**config.mk**
```make
export PLATFORM = sky130hd
export DESIGN_NAME = wb_master_bridge_flat
export DESIGN_NICKNAME = d
export VERILOG_FILES = /design/src/rtl/wb_pkg.sv /design/src/rtl/wb_master_bridge_if.sv /design/src/rtl/wb_timeout_cnt.sv /design/src/rtl/wb_master_bridge.sv /design/src/flat_wrapper.sv
export SDC_FILE = /design/constraint.sdc
export NUM_CORES = 1
export LEC_CHECK = 0
export ABC_AREA = 0
export CAP_MARGIN = 15
export CORE_MARGIN = 2
export CORE_UTILIZATION = 25
export CTS_CLUSTER_DIAMETER = 60
export DETAILED_ROUTE_END_ITERATION = 12
export GPL_ROUTABILITY_DRIVEN = 1
export SLEW_MARGIN = 10
export SYNTH_ARGS = -nofsm -noshare
export SYNTH_HDL_FRONTEND = slang
export SYNTH_SLANG_ARGS = --single-unit
```
**constraint.sdc**
```tcl
create_clock -name i_wb_clk -period 3.9 [get_ports i_wb_clk]
set_input_delay 0.78 -clock i_wb_clk [delete_from_list [all_inputs] [get_ports i_wb_clk]]
set_output_delay 0.78 -clock i_wb_clk [all_outputs]
set_load 0.02 [all_outputs]
```
**src/rtl/wb_pkg.sv**
```systemverilog
// Shared definitions for the Wishbone master bridge: FSM states, bus width
// defaults and the PWM/timer slave register map.
package wb_pkg;

  typedef enum logic [1:0] {
    ST_IDLE = 2'd0,
    ST_REQ  = 2'd1,
    ST_RSP  = 2'd2
  } state_t;

  localparam int ADR_W_DEF = 16;
  localparam int DAT_W_DEF = 16;

  localparam logic [15:0] REG_CTRL    = 16'h0000;
  localparam logic [15:0] REG_DIVISOR = 16'h0002;
  localparam logic [15:0] REG_PERIOD  = 16'h0004;
  localparam logic [15:0] REG_DC      = 16'h0006;

endpackage

```
**src/rtl/wb_master_bridge_if.sv**
```systemverilog
// Host command/response port plus Wishbone initiator signals of the bridge.
// The master modport is the bridge's view; slave is the environment's view.
interface wb_master_bridge_if #(
  parameter int ADR_W = wb_pkg::ADR_W_DEF,
  parameter int DAT_W = wb_pkg::DAT_W_DEF
);

  logic             cmd_valid;
  logic             cmd_ready;
  logic             cmd_we;
  logic [ADR_W-1:0] cmd_adr;
  logic [DAT_W-1:0] cmd_data;

  logic             rsp_valid;
  logic             rsp_ready;
  logic [DAT_W-1:0] rsp_data;
  logic             rsp_err;

  logic             wb_cyc;
  logic             wb_stb;
  logic             wb_we;
  logic [ADR_W-1:0] wb_adr;
  logic [DAT_W-1:0] wb_wdata;
  logic             wb_ack;
  logic [DAT_W-1:0] wb_rdata;

  modport master (
    input  cmd_valid, cmd_we, cmd_adr, cmd_data, rsp_ready, wb_ack, wb_rdata,
    output cmd_ready, rsp_valid, rsp_data, rsp_err,
           wb_cyc, wb_stb, wb_we, wb_adr, wb_wdata
  );

  modport slave (
    output cmd_valid, cmd_we, cmd_adr, cmd_data, rsp_ready, wb_ack, wb_rdata,
    input  cmd_ready, rsp_valid, rsp_data, rsp_err,
           wb_cyc, wb_stb, wb_we, wb_adr, wb_wdata
  );

endinterface

```
**src/rtl/wb_timeout_cnt.sv**
```systemverilog
// Clearable saturating cycle counter; tc flags that TIMEOUT-1 has been reached.
module wb_timeout_cnt #(
  parameter  int TIMEOUT = 16,
  localparam int CW      = $clog2(TIMEOUT)
) (
  input  logic clk,
  input  logic rst_n,
  input  logic clr,
  input  logic en,
  output logic tc
);

  logic [CW-1:0] cnt;

  assign tc = (cnt == CW'(TIMEOUT - 1));

  // Saturates at the terminal count so a long stall can never wrap to zero.
  always_ff @(posedge clk or negedge rst_n) begin
    if (!rst_n)          cnt <= '0;
    else if (clr)        cnt <= '0;
    else if (en && !tc)  cnt <= cnt + CW'(1);
  end

endmodule

```
**src/rtl/wb_master_bridge.sv**
```systemverilog
// Single-outstanding Wishbone classic initiator: one host command becomes one
// bus cycle, answered with read data, write completion or a timeout error.
module wb_master_bridge
  import wb_pkg::*;
#(
  parameter int TIMEOUT = 16,
  parameter int ADR_W   = ADR_W_DEF,
  parameter int DAT_W   = DAT_W_DEF
) (
  input  logic                i_wb_clk,
  input  logic                i_wb_rst_n,
  wb_master_bridge_if.master  bus
);

  state_t           state;
  logic             cmd_ready;
  logic             rsp_valid;
  logic             rsp_err;
  logic [DAT_W-1:0] rsp_data;
  logic             cyc;
  logic             we;
  logic [ADR_W-1:0] adr;
  logic [DAT_W-1:0] wdata;

  logic accept;
  logic cnt_en;
  logic tc;

  assign accept = (state == ST_IDLE) && cmd_ready && bus.cmd_valid;
  assign cnt_en = (state == ST_REQ) && !bus.wb_ack;

  wb_timeout_cnt #(.TIMEOUT(TIMEOUT)) u_timeout_cnt (
    .clk   (i_wb_clk),
    .rst_n (i_wb_rst_n),
    .clr   (accept),
    .en    (cnt_en),
    .tc    (tc)
  );

  // NOTE: every output is a flop reset asynchronously, so a reset in the middle
  // of a bus cycle drops cyc/stb at once without waiting for a clock edge.
  always_ff @(posedge i_wb_clk or negedge i_wb_rst_n) begin
    if (!i_wb_rst_n) begin
      state     <= ST_IDLE;
      cmd_ready <= 1'b0;
      rsp_valid <= 1'b0;
      rsp_err   <= 1'b0;
      rsp_data  <= '0;
      cyc       <= 1'b0;
      we        <= 1'b0;
      adr       <= '0;
      wdata     <= '0;
    end else begin
      case (state)
        ST_IDLE: begin
          cmd_ready <= 1'b1;
          if (accept) begin
            cmd_ready <= 1'b0;
            cyc       <= 1'b1;
            we        <= bus.cmd_we;
            adr       <= bus.cmd_adr;
            wdata     <= bus.cmd_we ? bus.cmd_data : '0;
            state     <= ST_REQ;
          end
        end
        ST_REQ: begin
          // An ack on the terminal-count cycle still completes normally.
          if (bus.wb_ack) begin
            cyc       <= 1'b0;
            we        <= 1'b0;
            rsp_valid <= 1'b1;
            rsp_err   <= 1'b0;
            rsp_data  <= we ? '0 : bus.wb_rdata;
            state     <= ST_RSP;
          end else if (tc) begin
            cyc       <= 1'b0;
            we        <= 1'b0;
            rsp_valid <= 1'b1;
            rsp_err   <= 1'b1;
            rsp_data  <= '0;
            state     <= ST_RSP;
          end
        end
        ST_RSP: begin
          if (bus.rsp_ready) begin
            rsp_valid <= 1'b0;
            state     <= ST_IDLE;
          end
        end
        default: state <= ST_IDLE;
      endcase
    end
  end

  assign bus.cmd_ready = cmd_ready;
  assign bus.rsp_valid = rsp_valid;
  assign bus.rsp_err   = rsp_err;
  assign bus.rsp_data  = rsp_data;
  assign bus.wb_cyc    = cyc;
  assign bus.wb_stb    = cyc;
  assign bus.wb_we     = we;
  assign bus.wb_adr    = adr;
  assign bus.wb_wdata  = wdata;

endmodule

```
**src/flat_wrapper.sv**
```systemverilog
// flat-port wrapper written by rule: the top's interface ports become plain ports
module wb_master_bridge_flat import wb_pkg::*;
#(
  parameter int TIMEOUT = 16,
  parameter int ADR_W   = ADR_W_DEF,
  parameter int DAT_W   = DAT_W_DEF
)
  (i_wb_clk, i_wb_rst_n, bus_cmd_valid, bus_cmd_we, bus_cmd_adr, bus_cmd_data, bus_rsp_ready, bus_wb_ack, bus_wb_rdata, bus_cmd_ready, bus_rsp_valid, bus_rsp_data, bus_rsp_err, bus_wb_cyc, bus_wb_stb, bus_wb_we, bus_wb_adr, bus_wb_wdata);
  wb_master_bridge_if #(.ADR_W(ADR_W), .DAT_W(DAT_W)) bus_i ();
  input  logic i_wb_clk;
  input  logic i_wb_rst_n;
  input wire logic [$bits(bus_i.cmd_valid)-1:0] bus_cmd_valid;
  input wire logic [$bits(bus_i.cmd_we)-1:0] bus_cmd_we;
  input wire logic [$bits(bus_i.cmd_adr)-1:0] bus_cmd_adr;
  input wire logic [$bits(bus_i.cmd_data)-1:0] bus_cmd_data;
  input wire logic [$bits(bus_i.rsp_ready)-1:0] bus_rsp_ready;
  input wire logic [$bits(bus_i.wb_ack)-1:0] bus_wb_ack;
  input wire logic [$bits(bus_i.wb_rdata)-1:0] bus_wb_rdata;
  output wire logic [$bits(bus_i.cmd_ready)-1:0] bus_cmd_ready;
  output wire logic [$bits(bus_i.rsp_valid)-1:0] bus_rsp_valid;
  output wire logic [$bits(bus_i.rsp_data)-1:0] bus_rsp_data;
  output wire logic [$bits(bus_i.rsp_err)-1:0] bus_rsp_err;
  output wire logic [$bits(bus_i.wb_cyc)-1:0] bus_wb_cyc;
  output wire logic [$bits(bus_i.wb_stb)-1:0] bus_wb_stb;
  output wire logic [$bits(bus_i.wb_we)-1:0] bus_wb_we;
  output wire logic [$bits(bus_i.wb_adr)-1:0] bus_wb_adr;
  output wire logic [$bits(bus_i.wb_wdata)-1:0] bus_wb_wdata;
  assign bus_i.cmd_valid = bus_cmd_valid;
  assign bus_i.cmd_we = bus_cmd_we;
  assign bus_i.cmd_adr = bus_cmd_adr;
  assign bus_i.cmd_data = bus_cmd_data;
  assign bus_i.rsp_ready = bus_rsp_ready;
  assign bus_i.wb_ack = bus_wb_ack;
  assign bus_i.wb_rdata = bus_wb_rdata;
  assign bus_cmd_ready = bus_i.cmd_ready;
  assign bus_rsp_valid = bus_i.rsp_valid;
  assign bus_rsp_data = bus_i.rsp_data;
  assign bus_rsp_err = bus_i.rsp_err;
  assign bus_wb_cyc = bus_i.wb_cyc;
  assign bus_wb_stb = bus_i.wb_stb;
  assign bus_wb_we = bus_i.wb_we;
  assign bus_wb_adr = bus_i.wb_adr;
  assign bus_wb_wdata = bus_i.wb_wdata;
  wb_master_bridge #(.TIMEOUT(TIMEOUT), .ADR_W(ADR_W), .DAT_W(DAT_W)) u_core (.i_wb_clk(i_wb_clk), .i_wb_rst_n(i_wb_rst_n), .bus(bus_i));
endmodule
```
==> metrics.txt <==
number of failing hold endpoints at the final stage 0; # rows 35; post-CTS setup buffers 0; Cell variety after synth 28; Max FO, Critical Path 4; commonest non-fill, non-tap cell in the layout clkdlybuf4s50_1; WL per Instance around 13 microns; Peak VDD IR between 0.2 and 0.3 mV; Total Power slightly below 3 mW; first-pass GRT wire length ~9.5 mm; slowest stage delay, CP between 600 and 700 ps; vias in the first global route just under 2k; setup total negative slack 0 ps; RSZ-0062 raised after global routing false; H-tree depth 3; Placement Cell Area around 3500 sq um; crit path launch u_core.bus.cmd_ready; dpl ws between 1500 and 2000 ps; fin nets ~380; crit path DAT approximately 1400 ps; Die Y 100 microns; fin crit period ~2100 ps; Startpoint Class flip-flop; GRT Total Usage 12.1%; worst hold path class reg -> reg; pin count of the biggest net entering global routing between 40 and 50; DRC 0; via count 1903; Ys Warns 0; CP endpoint bus_cmd_ready; reg2reg start u_core.u_timeout_cnt.cnt[0]; initial DRC count 43; Worst setup EP type output port; total gr overflow 0; sequential-to-total area share from yosys stat between 60 and 70%; Core ar. ~9000 sq um; DRT Pass-1 Iters 4; delay-heaviest family, CP buffers and inverters; Die Wd roughly 100 microns; FMAX 467 MHz; WHS Path Cells 2; slew margin rel. 34.1%; crit-path cells clkdlybuf4s50_1; Gate Count Post-Synth 220; status finished clean; Avg Inst Size Synth around 11 sq um; clock tree sinks ~60; Area Growth Syn to Fin 56.8%; Finished Cell Area around 3600 sq um; clock root buffer master clkbuf_8; Min Hold Slack 465 ps; Resized cells post-CTS 0; ANT nets after route 0; initial antenna violation count 0; final wirelength about 5.8 mm; Top Ports around 110; Slew @ Worst Pin 989 ps; CTS tree yes; Post-Place Cells about 430; fin crit share between 50% and 60%; Buf/Inv on CP 1; antenna cells 0; critical path class reg -> out; die area approximately 10000 sq um; DP HPWL 4.02 mm; Synthesized Nets 275; most frequent cells in the layout clkdlybuf4s50_1, nand2_1, dfrtp_1; final cell count without fillers between 400 and 500; routability cong. around 0.76; # fillers about 890; synthesized flop and latch total 59; P per Cell Area 810 nW/um^2; hold buffer count at CTS 0; Initial Utilization 25.5%; Mapped Area about 2300 sq um; reg2reg path depth 5; Slew Viols, Final 0; final setup margin 1760 ps; slowest CP cell clkdlybuf4s50_1; share of cells above drive strength 1 about 6.6%; CTS Buf Count 9; worst-skew pair later-pin latency 330 ps; Port Buffers roughly 110; final core occ between 30% and 40%; Critical Path Stages 1; reg2reg setup slack between 2000 and 2500 ps; Worst R2R End u_core.bus.rsp_data[0]; clock buffer depth 2; skew final roughly 8.0 ps; total of max-cap violations 0; leakage power roughly 1.7 nW; final setup violating endpoints 0; clock-pin slew on the worst setup and hold paths 70 ps; Via density 4.31; worst path required time between 3000 and 4000 ps
[worst min-delay path by stage]
stage                                      from                          end  slack, ps
global route               u_core.bus.wb_adr[6]         u_core.bus.wb_adr[6]        500
floorplan           u_core.u_timeout_cnt.cnt[0]  u_core.u_timeout_cnt.cnt[0]        470
global placement        u_core.bus.wb_wdata[14]      u_core.bus.wb_wdata[14]        450
CTS                      u_core.bus.wb_wdata[4]       u_core.bus.wb_wdata[4]        470
finish                   u_core.bus.wb_wdata[4]       u_core.bus.wb_wdata[4]        470
detailed placement       u_core.bus.wb_wdata[7]       u_core.bus.wb_wdata[7]        460
[per-layer routing]
metal | global-route usage [%] | vias up | wire length (microns)
met5 | 0 | - | 0
met4 | 5.69 | 0 | 76
met3 | 3.76 | 8 | 393
met2 | 18.3 | 72 | 2460
met1 | 15.8 | 876 | 2910
li1 | - | 947 | -
[cells in the mapped netlist, drive strengths merged]
cell / instances / area (sq um)
nand4bb: 1 / 11.3
buf: 12 / 83.8
and3b: 1 / 8.76
nand2: 86 / 323
or2b: 1 / 7.51
o21a: 2 / 15.0
a31o: 2 / 17.5
nor2: 1 / 3.75
and3: 3 / 18.8
nor3: 1 / 5.00
ha: 1 / 12.5
nand3: 18 / 90.1
and2: 1 / 6.26
nor3b: 1 / 12.5
and4b: 1 / 10.0
dfrtp: 59 / 1480
nor2b: 1 / 8.76
a21oi: 3 / 15.0
nor4bb: 1 / 10.0
a22o: 16 / 140
clkbuf: 3 / 12.5
o21ai: 3 / 15.0
mux2i: 2 / 20.0
[cell type report]
| type | instances | area, sq um | area share [%] |
|---|---|---|---|
| flip-flops and latches | 59 | 1480 | 40.5 |
| repair buffers | 111 | 1100 | 30.1 |
| multi-input cells | 146 | 771 | 21.2 |
| clock buffers | 12 | 145 | 3.98 |
| well taps | 111 | 139 | 3.81 |
| clock inverters | 3 | 15.0 | 0.412 |
[power by group]
group,internal [mW],leakage [nW],switching (mW)
combinational,0.692,0.887,0.717
clock,0.241,0.0860,0.225
sequential,0.894,0.752,0.178
[cell families after synthesis]
| logic type | Yosys count | synth area share [%] |
|---|---|---|
| AND/OR/NAND/NOR | 117 | 22.2 |
| buffers and inverters | 15 | 4.15 |
| adder cells (fa/ha/maj) | 1 | 0.538 |
| AO/OA/AOI/OAI | 26 | 8.72 |
| multiplexers | 2 | 0.862 |
| flip-flops | 59 | 63.5 |
[state kept, by name (all words and copies together), names as in the netlist]
register                  count
u_core.bus.rsp_err            1
u_core.bus.wb_wdata          16
u_core.bus.wb_cyc             1
u_core.bus.wb_adr            16
u_core.bus.wb_we              1
u_core.bus.cmd_ready          1
u_core.u_timeout_cnt.cnt      4
u_core.state                  2
u_core.bus.rsp_data          16
u_core.bus.rsp_valid          1
(Power assumes the default switching activity.)
